<file path="config.mk">
export PLATFORM = sky130hd
export DESIGN_NAME = wm8731_i2c_word_writer
export DESIGN_NICKNAME = d
export VERILOG_FILES = /design/src/rtl/wm8731_i2c_word_writer.sv
export SDC_FILE = /design/constraint.sdc
export NUM_CORES = 1
export LEC_CHECK = 0
export CORE_ASPECT_RATIO = 1.1
export CORE_MARGIN = 2
export CORE_UTILIZATION = 55
export CTS_CLUSTER_DIAMETER = 30
export DETAILED_ROUTE_END_ITERATION = 10
export GPL_ROUTABILITY_DRIVEN = 0
export PLACE_DENSITY = 0.85
export SYNTH_ARGS = -nofsm -noshare
export SYNTH_HDL_FRONTEND = slang
export SYNTH_SLANG_ARGS = --single-unit
</file>
<file path="constraint.sdc">
create_clock -name clock -period 3.35 [get_ports clock]
set_input_delay 0.5025 -clock clock [delete_from_list [all_inputs] [get_ports clock]]
set_output_delay 0.5025 -clock clock [all_outputs]
set_load 0.02 [all_outputs]
</file>
<file path="src/rtl/wm8731_i2c_word_writer.sv">
// I2C master that writes one 16-bit WM8731 control word per transfer:
// START, {DEV_ADDR,W}, word[15:8], word[7:0], STOP, with per-byte ACK check.
module wm8731_i2c_word_writer #(
  parameter int unsigned CLK_DIV  = 4,
  parameter logic [6:0]  DEV_ADDR = 7'h1A
) (
  input  logic        clock,
  input  logic        reset,
  input  logic [15:0] word_in,
  input  logic        word_valid,
  output logic        ready,
  input  logic        sda_in,
  output logic        scl,
  output logic        sda_drive_low,
  output logic        busy,
  output logic        done,
  output logic        ack_error
);

  typedef enum logic [2:0] {
    S_IDLE,
    S_START,
    S_DATA,
    S_ACK,
    S_STOP,
    S_DONE
  } state_t;

  localparam logic [9:0] DIV_LAST = 10'(CLK_DIV - 1);

  state_t      state, state_n;
  logic [1:0]  quarter, quarter_n;
  logic [2:0]  bit_idx, bit_idx_n;
  logic [1:0]  byte_idx, byte_idx_n;
  logic [9:0]  div_cnt, div_cnt_n;
  logic [15:0] shift_word;
  logic        ack_error_n;
  logic        scl_n, sda_n;
  logic        accept, q_end, tx_bit;
  logic [7:0]  tx_byte;

  assign accept = ready && word_valid;
  assign q_end  = (div_cnt == DIV_LAST);

  // Next-state logic: advances one quarter each time the divider wraps.
  always_comb begin
    // NOTE: every variable gets a default first so no path leaves one unassigned (no latches).
    state_n     = state;
    quarter_n   = quarter;
    bit_idx_n   = bit_idx;
    byte_idx_n  = byte_idx;
    div_cnt_n   = '0;
    ack_error_n = ack_error;

    if (state inside {S_START, S_DATA, S_ACK, S_STOP})
      div_cnt_n = q_end ? 10'd0 : div_cnt + 10'd1;

    case (state)
      S_IDLE, S_DONE: begin
        state_n = S_IDLE;
        if (accept) begin
          state_n     = S_START;
          quarter_n   = 2'd0;
          bit_idx_n   = 3'd0;
          byte_idx_n  = 2'd0;
          ack_error_n = 1'b0;
        end
      end
      S_START: if (q_end) begin
        if (quarter == 2'd1) begin
          state_n   = S_DATA;
          quarter_n = 2'd0;
        end else begin
          quarter_n = quarter + 2'd1;
        end
      end
      S_DATA: if (q_end) begin
        if (quarter == 2'd3) begin
          quarter_n = 2'd0;
          if (bit_idx == 3'd7) begin
            state_n   = S_ACK;
            bit_idx_n = 3'd0;
          end else begin
            bit_idx_n = bit_idx + 3'd1;
          end
        end else begin
          quarter_n = quarter + 2'd1;
        end
      end
      S_ACK: if (q_end) begin
        // Slave level is taken at the end of the second SCL-high quarter.
        if (quarter == 2'd2 && sda_in) ack_error_n = 1'b1;
        if (quarter == 2'd3) begin
          quarter_n = 2'd0;
          if (ack_error || byte_idx == 2'd2) begin
            state_n = S_STOP;
          end else begin
            state_n    = S_DATA;
            byte_idx_n = byte_idx + 2'd1;
          end
        end else begin
          quarter_n = quarter + 2'd1;
        end
      end
      S_STOP: if (q_end) begin
        if (quarter == 2'd2) begin
          state_n   = S_DONE;
          quarter_n = 2'd0;
        end else begin
          quarter_n = quarter + 2'd1;
        end
      end
      default: state_n = S_IDLE;
    endcase
  end

  // Line levels for the upcoming quarter, so registered outputs line up with it.
  always_comb begin
    case (byte_idx_n)
      2'd0:    tx_byte = {DEV_ADDR, 1'b0};
      2'd1:    tx_byte = shift_word[15:8];
      default: tx_byte = shift_word[7:0];
    endcase
    tx_bit = tx_byte[3'd7 - bit_idx_n];

    scl_n = 1'b1;
    sda_n = 1'b0;
    case (state_n)
      S_START: begin
        scl_n = (quarter_n == 2'd0);
        sda_n = 1'b1;
      end
      S_DATA: begin
        scl_n = (quarter_n == 2'd1) || (quarter_n == 2'd2);
        sda_n = ~tx_bit;
      end
      S_ACK: begin
        scl_n = (quarter_n == 2'd1) || (quarter_n == 2'd2);
        sda_n = 1'b0;
      end
      S_STOP: begin
        scl_n = (quarter_n != 2'd0);
        sda_n = (quarter_n != 2'd2);
      end
      default: begin
        scl_n = 1'b1;
        sda_n = 1'b0;
      end
    endcase
  end

  always_ff @(posedge clock) begin
    // NOTE: state registers use non-blocking assignments so all flops update together.
    if (!reset) begin
      state         <= S_IDLE;
      quarter       <= 2'd0;
      bit_idx       <= 3'd0;
      byte_idx      <= 2'd0;
      div_cnt       <= 10'd0;
      ack_error     <= 1'b0;
      scl           <= 1'b1;
      sda_drive_low <= 1'b0;
      ready         <= 1'b1;
      busy          <= 1'b0;
      done          <= 1'b0;
    end else begin
      state         <= state_n;
      quarter       <= quarter_n;
      bit_idx       <= bit_idx_n;
      byte_idx      <= byte_idx_n;
      div_cnt       <= div_cnt_n;
      ack_error     <= ack_error_n;
      scl           <= scl_n;
      sda_drive_low <= sda_n;
      ready         <= (state_n == S_IDLE) || (state_n == S_DONE);
      busy          <= state_n inside {S_START, S_DATA, S_ACK, S_STOP};
      done          <= (state_n == S_DONE);
    end
  end

  // NOTE: pure datapath holding register; it is only read after an accept loads it, so it needs no reset.
  always_ff @(posedge clock) begin
    if (accept) shift_word <= word_in;
  end

endmodule

</file>
==> Word level (Yosys, flattened, before mapping) <==
Index checks and enable logic that the tools add are counted.
{ "classes": {"add_sub_neg": 5, "order_cmp": 1, "eq_ne": 23, "n_mux": 39, "bitwise": 3, "n_reduce_logical": 18} }
{ "op_table": {"columns": ["operator", "count"], "rows": [
  ["$mux W3", 14],
  ["$mux W2", 11],
  ["$pmux W8 S2", 1],
  ["$eq A3 B3 Y1 const B", 5],
  ["$pmux W3 S5", 1],
  ["$eq A3 B2 Y1 const B", 4],
  ["$add A10 B1 Y10 const B", 1],
  ["$eq A10 B2 Y1 const B", 1],
  ["$eq A2 B2 Y1 const B", 4],
  ["$pmux W2 S4", 1],
  ["$reduce_bool A4 Y1", 2],
  ["$eq A2 B1 Y1 const B", 3],
  ["$eq A3 B1 Y1 const B", 2],
  ["$logic_not A3 Y1", 2],
  ["$ne A2 B2 Y1 const B", 3],
  ["$pmux W1 S3", 2],
  ["$pmux W3 S2", 1],
  ["$reduce_or A2 Y1", 3],
  ["$mux W1", 5],
  ["$add A2 B1 Y2 const B", 2],
  ["$logic_not A2 Y1", 2],
  ["$lt A3 B4 Y1 const B", 1],
  ["$pmux W2 S2", 1],
  ["$reduce_and A4 Y1", 1],
  ["10 further kinds", 16]
]} }
{ "word_totals": {"register_bits": 42, "input_bits": 20, "word_cells": 101} }

==> Depth between registers and ports, before layout <==
Gate-level depths: netlist (run 1).
{ "logic_depth": {"word_depth": 12, "ltp_mapped": 12, "ltp_nobuf": 12} }

==> Worst setup path after synthesis (run 1) <==
Ideal clock, no wire load.
{ "synth_path": {"path_kind": "register to register", "startpoint": "reg div_cnt[0]", "endpoint": "reg sda_drive_low", "setup_ns": 0.084, "t_arrival_ns": 2.784, "t_required_ns": 3.266, "slack_ns": 0.481, "stages_incl_launch_ff": 11, "path_buffers": 2, "cell_sequence": "dfxtp_1 -> ha_1 -> or4b_4 -> or4_1 -> clkbuf_2 -> a31o_1 -> buf_6 -> mux2_4 -> a2bb2oi_1 -> o211a_1 -> o31ai_2"} }
{ "synth_between": {"elab_chain_len": 9, "word_cells_on_any_way": 26} }
{ "synth_lines": {"columns": ["element", "line", "rtl"], "rows": [
  ["start: declaration", "35", "logic [9:0] div_cnt, div_cnt_n;"],
  ["start signal: assignment", "171", "div_cnt <= div_cnt_n;"],
  ["$eq A10 B2 Y1 (*)", "43", "assign q_end = (div_cnt == DIV_LAST);"],
  ["parallel branches: the longest is 7 deep, another holds $sub A3 B3 Y3", null, null],
  ["$pmux W1 S3 (*)", "128", "case (state_n)"],
  ["end signal: assignment", "174", "sda_drive_low <= sda_n;"],
  ["end: declaration", "14", "output logic sda_drive_low,"]
]} }
Mark *: on every way between the ends. The select of a mux whose other input is x is not followed.
A chain may end at the register's enable or synchronous reset.

==> Worst setup path after layout (run 1) <==
{ "layout_path": {"startpoint": "reg quarter[0]", "endpoint": "reg sda_drive_low"} }
{ "layout_between": {"elab_chain_len": 10, "word_cells_on_any_way": 39} }
{ "layout_lines": {"columns": ["element", "line", "rtl"], "rows": [
  ["start: declaration", "32", "logic [1:0] quarter, quarter_n;"],
  ["start signal: assignment", "168", "quarter <= quarter_n;"],
  ["parallel branches: the longest is 9 deep, another holds $sub A3 B3 Y3", null, null],
  ["$pmux W1 S3 (*)", "128", null]
]} }
Marks and branches as above.

==> impl_metrics.csv, run 1 <==
group,metric,value,unit
synthesis,ys_seq_area_share,47.0,%
detailed_routing,wirelength,4450,microns
floorplan,start_util,57.8,%
synthesis,async_flop_share,0,%
detailed_routing,vias,1657,
finish,final_core_util,69.0,%
detailed_routing,drtIter0Drc,143,
floorplan,fp-row-count,23,
sta,max_slew_margin,66.8,%
power,p_comb_share,10.4,%
cts,ctsHoldBuffers,0,
critical_path,worstPathCellList,"ha_1 > or4b_1 > or4_1 > a31o_1 > mux2_4 > a2bb2oi_1 > o211a_1 > o31ai_2",
power,power,985,uW
floorplan,core,0.00368,sq mm
finish,final_cell_mix,"26 x dfxtp_1, 25 x clkdlybuf4s50_1, 22 x nor2_1",
power,leakagePower,0.000966,uW
detailed_routing,top_layer,"met4",
synthesis,synth_top_family_by_area,"simple AND/OR/NAND/NOR gates",
place,hpwl,3320,microns
global_routing,grt_pass1_wl,7400,microns
cts,post_cts_buffers,0,
detailed_routing,route.detailed.drc,0,
detailed_routing,via_per_inst,5.75,
sta,finalHoldViolCount,0,
power,powerDensity,388,mW/mm^2
synthesis,synth_cells,205,
critical_path,max_stage_delay,0.61,ns
finish,drive_gt1_share,8.82,%
critical_path,path_max_fanout,9,
cts,cts_tree,"built",
sta,clock.fmax,316,MHz
power,ir_drop,0.377,mV
cts,cts.root.buffer_cell,"clkbuf_8",
status,status,"finished, final reports clean",
synthesis,ys_ff_latch,42,
finish,final_nets,269,
power,seq_power_share,57.0,%
global_routing,grt-ovfl-total,0,
floorplan,dieArea,0.00438,sq mm
synthesis,synth_xor_area_share,4.12,%
synthesis,synth-compound-area-share,12.9,%
synthesis,synth_adder_area_share,7.05,%
detailed_routing,firstDrtPassIters,4,
synthesis,yosys_warnings,0,
finish,syn2layout_area_growth,19.4,%
cts,cts_buffer_depth,2,
run,max_cap_viol_count,0,
finish,final_area,0.00254,sq mm
critical_path,setup.worst_path.start_class,"register",
floorplan,die_h,69.2,microns
synthesis,synth_ff_type,"dfxtp_1",
global_routing,grt_start_max_net_pins,17,
place,placed_area,0.00245,sq mm
sta,fin_skew,0.00941,ns
floorplan,die_x,63.3,microns
finish,nFillCells,306,
detailed_routing,postRouteAntennaNets,0,
sta,tns,0,ns
power,clockPowerShare,32.7,%
critical_path,critPathRequiredTime,3.55,ns
cts,cts-htree-levels,2,
global_routing,grtUsageTotal,21.6,%
power,p_sw,235,uW
critical_path,path_class,"register to register",
detailed_routing,routedWlPerCell,15.4,microns
finish,antenna_cells,0,
finish,layout_commonest_cell,"dfxtp_1",
floorplan,boundaryPins,26,
cts,cts.sinks,42,
sta,grt_setup_unrepaired,"false",
sta,setup_viol,0,
global_routing,grt_pass1_vias,1637,
place,io_buffers,25,
cts,cts_resized,0,
synthesis,synth_edf_count,16,
critical_path,cp_slowest_cell,"or4_1",
synthesis,synth_cell_types,53,
synthesis,synth-simple-area-share,19.8,%
sta,worst_slew_pin_slew,0.493,ns
hold_path,hold_path.class,"register to register",
cts,clk_latency,0.29,ns
detailed_routing,met2_length,2230,microns
detailed_routing,wl_met1,1890,microns
critical_path,arrival,3.37,ns
synthesis,synth_area,0.00213,sq mm
sta,timing.final.crit_share,94.5,%
sta,drv_slew,0,
critical_path,cp-end-kind,"register",
cts,cts_buffers,5,
global_routing,antenna_found_initial,0,
detailed_routing,routed-wl-met3,230,microns
synthesis,synth_nets,237,
power,power.internal,750,uW
synthesis,synthMuxAreaShare,5.53,%
power,p_sw_share,23.8,%
synthesis,postSynthAreaPerCell,10.4,sq um
cts,clk_pin_slew,0.08,ns
sta,period_needed,3.16,ns
==> flip-flops by register name, indices dropped and copies added, names as in the netlist <==
signal,count
shift_word,16
div_cnt,10
bit_idx,3
state,3
byte_idx,2
quarter,2
ack_error,1
busy,1
done,1
ready,1
scl,1
sda_drive_low,1
==> cell type report <==
type	count	area, sq um	area share (%)
well taps	50	62.6	2.46
clock buffers	6	72.6	2.86
multi-input cells	145	1050	41.4
flip-flops and latches	42	1000	39.4
clock inverters	2	13.8	0.542
repair buffers	31	295	11.6
inverters	12	45.0	1.77
==> final timing paths <==
path,from,end,slack [ns],cells after the start
max,quarter[0],sda_drive_low,0.19,8
max reg2reg,quarter[0],sda_drive_low,0.19,8
min,div_cnt[0],div_cnt[0],0.47,1
min reg2reg,div_cnt[0],div_cnt[0],0.47,1
==> power by group through the flow <==
stage	clock, uW	sequential (uW)	combinational, uW
4_1_cts	328	561	102
6_report	322	561	102
5_1_grt	343	563	110
3_3_place_gp	0	572	97.9
2_1_floorplan	0	577	45.3
3_5_place_dp	0	573	102
==> kinds of logic after synthesis <==
logic type	after synthesis
buffers and inverters	18
adders and majority gates	12
and+or+nand+nor	77
xor gates and xnor gates	10
DFF	42
muxes	11
AOI/OAI and AO/OA	35
==> metrics by stage <==
| step | cells | setup slack [ns] | hold slack, ns |
|---|---|---|---|
| CTS | 288 | 0.210 | 0.473 |
| finish | 288 | 0.186 | 0.466 |
| floorplan | 205 | 0.481 | 0.426 |
| detailed placement | 280 | 0.256 | 0.453 |
| global route | 288 | 0.0578 | 0.526 |
| global placement | 280 | 0.374 | 0.441 |
==> cells in the mapped netlist (4+ instances only) <==
cell | instances | area share [%]
dfxtp_1 | 26 | 24
nor2_1 | 22 | 3.9
edfxtp_1 | 16 | 23
ha_1 | 12 | 7.1
inv_1 | 11 | 1.9
nand2_1 | 11 | 1.9
nand3_1 | 10 | 2.4
mux2i_1 | 8 | 3.8
xor2_1 | 6 | 2.5
a21oi_1 | 5 | 1.2
clkbuf_1 | 4 | 0.71
nor3_1 | 4 | 0.94
xnor2_1 | 4 | 1.6
==> per-layer routing <==
metal / vias up / GRT usage [%]
met5: - / 0
met2: 52 / 36.9
li1: 818 / -
met3: 6 / 4.55
met4: 0 / 8.94
met1: 781 / 26.5
==> critical path, delay by kind of cell, from the launching register on <==
| family | cells | cell delay (ns) |
|---|---|---|
| mux | 1 | 0.35 |
| fa+ha+maj | 1 | 0.25 |
| compound gates | 4 | 0.96 |
| flops | 1 | 0.41 |
| simple gates | 2 | 1.10 |
Note: power is estimated with default switching activity, not from simulation.
==> inputs of run 2 (changes only) <==
- ABC_AREA: unset -> 0
==> results of run 2 <==
Final layout, timing and power as in run 1 (identical DEF).
==> inputs of run 3 (changes only) <==
- CTS_CLUSTER_SIZE: unset -> 30
==> results of run 3 <==
Final layout, timing and power as in run 1 (identical DEF).
